**src/rtl/ref_level_sched_pkg.sv**
```systemverilog
// Shared constants, state encoding and helpers for the reference-level scheduler.
package ref_level_sched_pkg;

  localparam int unsigned LFSR_LEN     = 8;
  localparam int unsigned WIN_LOG2_DEF = LFSR_LEN;
  localparam int unsigned LOCK_TOL_DEF = 64;
  localparam int unsigned LOCK_CNT_DEF = 4;
  localparam int unsigned SAMPLE_W     = 18;
  localparam int unsigned DIFF_W       = SAMPLE_W + 1;

  typedef logic signed [SAMPLE_W-1:0] sample_t;

  typedef enum logic [2:0] {
    StIdle    = 3'd0,
    StClear   = 3'd1,
    StAccum   = 3'd2,
    StWaitRef = 3'd3,
    StWaitPwr = 3'd4,
    StUpdate  = 3'd5
  } sched_state_e;

  // Counter width able to hold 0..n, never narrower than one bit.
  function automatic int unsigned cnt_w(input int unsigned n);
    return (n < 1) ? 1 : $clog2(n + 1);
  endfunction

  // |a - b| evaluated one bit wider than the samples so full-scale swings cannot wrap.
  function automatic logic [DIFF_W-1:0] abs_diff(input sample_t a, input sample_t b);
    logic signed [DIFF_W-1:0] d;
    d = {a[SAMPLE_W-1], a} - {b[SAMPLE_W-1], b};
    return d[DIFF_W-1] ? DIFF_W'(-d) : DIFF_W'(d);
  endfunction

endpackage

```
**src/rtl/ref_level_sched_lock_det.sv**
```systemverilog
// Window-to-window convergence detector: counts consecutive stable reference updates.
module ref_lock_det
  import ref_level_sched_pkg::*;
#(
  parameter int unsigned LOCK_TOL = LOCK_TOL_DEF,
  parameter int unsigned LOCK_CNT = LOCK_CNT_DEF
) (
  input  logic    clk,
  input  logic    reset,
  input  sample_t ref_new,
  input  sample_t ref_prev,
  input  logic    update,
  input  logic    clear,
  output logic    locked
);

  localparam int unsigned STAB_W = cnt_w(LOCK_CNT);
  localparam logic [STAB_W-1:0] STAB_MAX = STAB_W'(LOCK_CNT);

  logic [DIFF_W-1:0] diff_abs;
  logic              stable;
  logic [STAB_W-1:0] stab_cnt_q, stab_cnt_d;
  logic              first_win_q, first_win_d;
  logic              locked_q, locked_d;

  assign diff_abs = abs_diff(ref_new, ref_prev);
  assign stable   = (diff_abs <= DIFF_W'(LOCK_TOL));

  always_comb begin
    stab_cnt_d  = stab_cnt_q;
    first_win_d = first_win_q;
    locked_d    = locked_q;
    if (clear) begin
      stab_cnt_d  = '0;
      first_win_d = 1'b1;
      locked_d    = 1'b0;
    end else if (update) begin
      first_win_d = 1'b0;
      if (first_win_q) begin
        // No previous window to compare against yet.
        stab_cnt_d = '0;
        locked_d   = 1'b0;
      end else if (stable) begin
        if (stab_cnt_q < STAB_MAX) begin
          stab_cnt_d = stab_cnt_q + 1'b1;
        end
        locked_d = (stab_cnt_d == STAB_MAX);
      end else begin
        stab_cnt_d = '0;
        locked_d   = 1'b0;
      end
    end
  end

  always_ff @(posedge clk) begin
    if (reset) begin
      stab_cnt_q  <= '0;
      first_win_q <= 1'b1;
      locked_q    <= 1'b0;
    end else begin
      stab_cnt_q  <= stab_cnt_d;
      first_win_q <= first_win_d;
      locked_q    <= locked_d;
    end
  end

  assign locked = locked_q;

endmodule

```
**src/rtl/ref_level_sched.sv**
```systemverilog
// Sequences accumulator windows, captures settled reference level / average power, tracks lock.
module ref_level_sched
  import ref_level_sched_pkg::*;
#(
  parameter int unsigned WIN_LOG2  = WIN_LOG2_DEF,
  parameter int unsigned POWER_LAT = 2,
  parameter int unsigned LOCK_TOL  = LOCK_TOL_DEF,
  parameter int unsigned LOCK_CNT  = LOCK_CNT_DEF
) (
  input  logic                       clk,
  input  logic                       reset,
  input  logic                       clk_en,
  input  logic                       start,
  input  logic                       cont_mode,
  input  logic                       abort,
  input  logic signed [SAMPLE_W-1:0] ref_in,
  input  logic signed [SAMPLE_W-1:0] pwr_in,
  output logic                       acc_clr,
  output logic                       busy,
  output logic signed [SAMPLE_W-1:0] ref_level,
  output logic signed [SAMPLE_W-1:0] avg_power,
  output logic                       upd_valid,
  output logic                       locked
);

  localparam int unsigned LAT_W = cnt_w(POWER_LAT);
  localparam logic [WIN_LOG2-1:0] SYM_LAST = '1;
  localparam logic [LAT_W-1:0] LAT_LAST = LAT_W'((POWER_LAT == 0) ? 0 : POWER_LAT - 1);

  sched_state_e      state_q, state_d;
  logic [WIN_LOG2-1:0] sym_cnt_q, sym_cnt_d;
  logic [LAT_W-1:0]  lat_cnt_q, lat_cnt_d;
  sample_t           ref_prev_q, ref_prev_d;
  sample_t           ref_level_q, ref_level_d;
  sample_t           avg_power_q, avg_power_d;
  logic              acc_clr_q, acc_clr_d;
  logic              busy_q, busy_d;
  logic              upd_valid_q, upd_valid_d;
  logic              do_update;
  logic              lock_clear;

  always_comb begin
    state_d     = state_q;
    sym_cnt_d   = sym_cnt_q;
    lat_cnt_d   = lat_cnt_q;
    ref_prev_d  = ref_prev_q;
    ref_level_d = ref_level_q;
    avg_power_d = avg_power_q;
    upd_valid_d = 1'b0;
    do_update   = 1'b0;
    lock_clear  = 1'b0;
    if (abort) begin
      // Held outputs survive an abort; only the sequencing and lock history are dropped.
      state_d    = StIdle;
      lock_clear = 1'b1;
    end else begin
      unique case (state_q)
        StIdle: begin
          if (start) state_d = StClear;
        end
        StClear: begin
          sym_cnt_d = '0;
          state_d   = StAccum;
        end
        StAccum: begin
          if (clk_en) begin
            sym_cnt_d = sym_cnt_q + 1'b1;
            if (sym_cnt_q == SYM_LAST) state_d = StWaitRef;
          end
        end
        StWaitRef: begin
          if (clk_en) begin
            lat_cnt_d = '0;
            state_d   = (POWER_LAT == 0) ? StUpdate : StWaitPwr;
          end
        end
        StWaitPwr: begin
          lat_cnt_d = lat_cnt_q + 1'b1;
          if (lat_cnt_q == LAT_LAST) state_d = StUpdate;
        end
        StUpdate: begin
          ref_level_d = ref_in;
          avg_power_d = pwr_in;
          ref_prev_d  = ref_in;
          upd_valid_d = 1'b1;
          do_update   = 1'b1;
          state_d     = cont_mode ? StClear : StIdle;
        end
        default: state_d = StIdle;
      endcase
    end
  end

  // Outputs come straight from flops so acc_clr cannot glitch.
  assign acc_clr_d = (state_d == StClear) || (abort && (state_q != StIdle));
  assign busy_d    = (state_d != StIdle);

  always_ff @(posedge clk) begin
    if (reset) begin
      state_q     <= StIdle;
      sym_cnt_q   <= '0;
      lat_cnt_q   <= '0;
      ref_prev_q  <= '0;
      ref_level_q <= '0;
      avg_power_q <= '0;
      acc_clr_q   <= 1'b0;
      busy_q      <= 1'b0;
      upd_valid_q <= 1'b0;
    end else begin
      state_q     <= state_d;
      sym_cnt_q   <= sym_cnt_d;
      lat_cnt_q   <= lat_cnt_d;
      ref_prev_q  <= ref_prev_d;
      ref_level_q <= ref_level_d;
      avg_power_q <= avg_power_d;
      acc_clr_q   <= acc_clr_d;
      busy_q      <= busy_d;
      upd_valid_q <= upd_valid_d;
    end
  end

  ref_lock_det #(
    .LOCK_TOL (LOCK_TOL),
    .LOCK_CNT (LOCK_CNT)
  ) u_lock_det (
    .clk      (clk),
    .reset    (reset),
    .ref_new  (ref_in),
    .ref_prev (ref_prev_q),
    .update   (do_update),
    .clear    (lock_clear),
    .locked   (locked)
  );

  assign acc_clr   = acc_clr_q;
  assign busy      = busy_q;
  assign ref_level = ref_level_q;
  assign avg_power = avg_power_q;
  assign upd_valid = upd_valid_q;

endmodule
```
**config.mk**
```make
export PLATFORM = sky130hd
export DESIGN_NAME = ref_level_sched
export DESIGN_NICKNAME = d
export VERILOG_FILES = /design/src/rtl/ref_level_sched_pkg.sv /design/src/rtl/ref_level_sched_lock_det.sv /design/src/rtl/ref_level_sched.sv
export SDC_FILE = /design/constraint.sdc
export NUM_CORES = 1
export LEC_CHECK = 0
export ABC_AREA = 1
export BUFFER_PORTS_ARGS = -buffer_cell sky130_fd_sc_hd__buf_2
export CAP_MARGIN = 30
export CORE_UTILIZATION = 55
export DETAILED_ROUTE_END_ITERATION = 8
export HOLD_SLACK_MARGIN = 0.03
export PLACE_DENSITY = 0.79
export SLEW_MARGIN = 30
export SYNTH_ARGS = -nofsm -noshare
export SYNTH_HDL_FRONTEND = slang
export SYNTH_SLANG_ARGS = --single-unit
```
**constraint.sdc**
```tcl
create_clock -name clk -period 6.1 [get_ports clk]
set_input_delay 1.22 -clock clk [delete_from_list [all_inputs] [get_ports clk]]
set_output_delay 1.22 -clock clk [all_outputs]
set_load 0.02 [all_outputs]
```
==> metrics.txt <==
Root Driver=clkbuf_8; Top FF cell, synth=dfxtp_1; sequential share of power=0.440; critical path startpoint=ref_in[0]; mux contribution to synthesized area=0.00262; FP Rows=31; slew margin rel.=0.456; Comb power frac=0.215; worst hold margin=0.468 ns; XOR/XNOR Fraction of Synth Area=0.00816; Post-synth EDFFs=0; final hold violations=0; total negative slack=0 ns; Placed Area=4760 um2; min cycle time layout=3.61 ns; Pwr Density=173 nW/um2; CP Max Fanout=5; port bufs=81; hold_buf cts=0; largest net degree at the start of global routing=56; # clock sinks=57; Slew Limit Fails=0; drt first pass iters=6; Synth cell types=37; Placeable Area=7410 um2; via count=4767; Yosys top cell area share=0.266; final period utilization=0.591; First DRT Iteration DRCs=291; register area share after synthesis=0.266; Non-Filler Instances=907; fraction of registers with async set or reset after synthesis=0; # IOs=82; layout cells sized above 1=0.163; PostCTS Resize Cnt=0; Peak Freq=0.277 GHz; P_int=0.000580 W; kind of start point of the critical path=input port; RSZ-0062 raised after global routing=false; die area=8160 um2; Worst Slack Setup Final=2.49 ns; largest family of logic cells by synthesized area=simple AND/OR/NAND/NOR gates; DRT antenna net count=0; initial antenna violation count=0; Die Ht=90.4 um; area leader, netlist=dfxtp_1; area grow syn2layout=14.5%; Compound-Gate Fraction of Synth Area=0.111; Final Net Count=867; clk_skew=0.00878 ns; vias in the first global route=4310; Critical Path AT=3.87 ns; min-delay src=ref_level[16]$_SDFFE_PP0P_; Initial Util=0.580; R2R depth=18; Synth Net Count=788; first-pass GRT wire length=18.2 mm; drt drc=0; crit path kind=input port to register; Post-Synthesis Cell Area=4290 um2; sw frac=0.318; Synth area leaders=dfxtp_1, nand2_1, inv_1; H-tree Lvls=3; Routed WL per cell=11.8 um; Max rail drop VDD=0.000127 V; dpl ws=2.21 ns; Routed WL=10.7 mm; HP Class=register to register; Post-Synth Simple-Gate Area=0.430; synth warn=0; Max-Cap Viols=0; CTS tree=done; worst reg2reg path startpoint=ref_level[0]$_SDFFE_PP0P_; Ant. Diodes=0; Vias/cell=5.26; synthesis-stage register bit count=57; worst slew pin tran=0.816 ns; cell depth of the worst hold path=2; placed cell count=891; clk_lat worst skew=0.34 ns; die width=90.4 um; clock tree buffer depth=2; total CTS buffers=9; status=complete, no violations; final setup vio count=0; Critical Path RT=6.37 ns; cells after synthesis=724; Overflow after GRT=0; Clock power frac=0.345; NetSw=0.000271 W; Clock transition at path regs=0.07 ns; GRT Util Overall=0.267; dpl hpwl=8.62 mm; CP Capture Type=register; Synth Area in Adders=0.0659; routability-driven placement congestion ratio=0.968; Post-Syn Area per Cell=5.93 um2; Layout Cell Area excl Fill=4920 um2; leak pwr=2.63 nW; post-CTS setup repair buffer count=0
## cells in the mapped netlist, types with 3 or more instances
library cell,count
nand2_1,212
inv_1,108
nor2_1,87
nand2_2,10
o21ai_0,44
nor3b_1,3
ha_1,21
nand3b_1,6
nand3_1,61
clkbuf_1,11
a21oi_1,43
inv_2,4
dfxtp_1,57
nor3_1,11
nand3_2,6
nand4_1,8
nor2_2,8
## power by group through the flow
stage	Clock, W	Combinational [W]	Sequential [W]
finish	0.000294	0.000183	0.000375
global route	0.000316	0.000208	0.000375
CTS	0.000301	0.000181	0.000375
detailed placement	0	0.000180	0.000383
global placement	0	0.000177	0.000383
floorplan	0	0.000135	0.000384
## cell families (layout without fill, tap and decap cells)
logic type,Yosys count,in the layout
flops,57,57
buf+inv,127,211
compound gates,93,93
xor+xnor,4,4
mux,1,1
simple gates,420,420
fa+ha+maj,22,22
## cell usage in the layout, fill, tap and decap left out, drive strengths merged, types with 3 or more instances in the layout
cell type,instances
nand3b,6
o21ai,45
nand3,67
clkinv,5
nor3,12
clkbuf,10
dfxtp,57
nor3b,3
nor2,97
inv,112
buf,82
a21oi,43
nand4,8
nand2,224
ha,21
## worst max-delay path, cell delays in order
cell and delay [ns]:
buf_2 0.10, inv_1 0.06, ha_1 0.15, inv_1 0.09, fa_1 0.48, nor2_1 0.14, o21ai_1 0.10, nor2_1 0.17
nand2_1 0.09, nor2_2 0.13, nand3_1 0.13, nor2_2 0.12, nand3_1 0.10, nand2_1 0.12, nand2_1 0.06, nand2_1 0.06
nand3_1 0.09, nor2_2 0.20, nand4_1 0.12, a21oi_1 0.13
## cell type report
class                      count  area, um2
fill                         703       2490
sequential                    57       1140
clock buffer                  10        128
timing repair buffer          82        413
inverter                     113        424
tap                           99        124
clock inverter                 6       35.0
multi-input combinational    540       2650
## final timing paths
| path | to | slack (ns) |
|---|---|---|
| setup / recovery | u_lock_det.stab_cnt_q[0]$_SDFFE_PP0P_ | 2.49 |
| hold / removal | ref_level[16]$_SDFFE_PP0P_ | 0.47 |
| setup reg to reg | u_lock_det.stab_cnt_q[0]$_SDFFE_PP0P_ | 3.18 |
| hold reg to reg | ref_level[16]$_SDFFE_PP0P_ | 0.47 |
## state kept, by name (all words and copies together) (netlist names)
register	cells
sym_cnt_q	8
state_q	3
ref_level	18
u_lock_det.locked	1
u_lock_det.first_win_q	1
acc_clr	1
avg_power	18
lat_cnt_q	2
u_lock_det.stab_cnt_q	3
busy	1
upd_valid	1
## layer usage
metal | wire length, um | up-vias | GRT usage
li1 | - | 2451 | -
met1 | 4880 | 2126 | 0.331
met2 | 4940 | 171 | 0.455
met3 | 722 | 19 | 0.0572
met4 | 182 | 0 | 0.0941
met5 | 0 | - | 0
## metrics by stage
stage	util	total power, W
2_1_floorplan	-	0.000519
3_3_place_gp	0.642	0.000560
3_5_place_dp	0.642	0.000563
4_1_cts	0.664	0.000856
5_1_grt	0.664	0.000898
6_report	0.664	0.000852
Power figures use the tool's default switching activity.
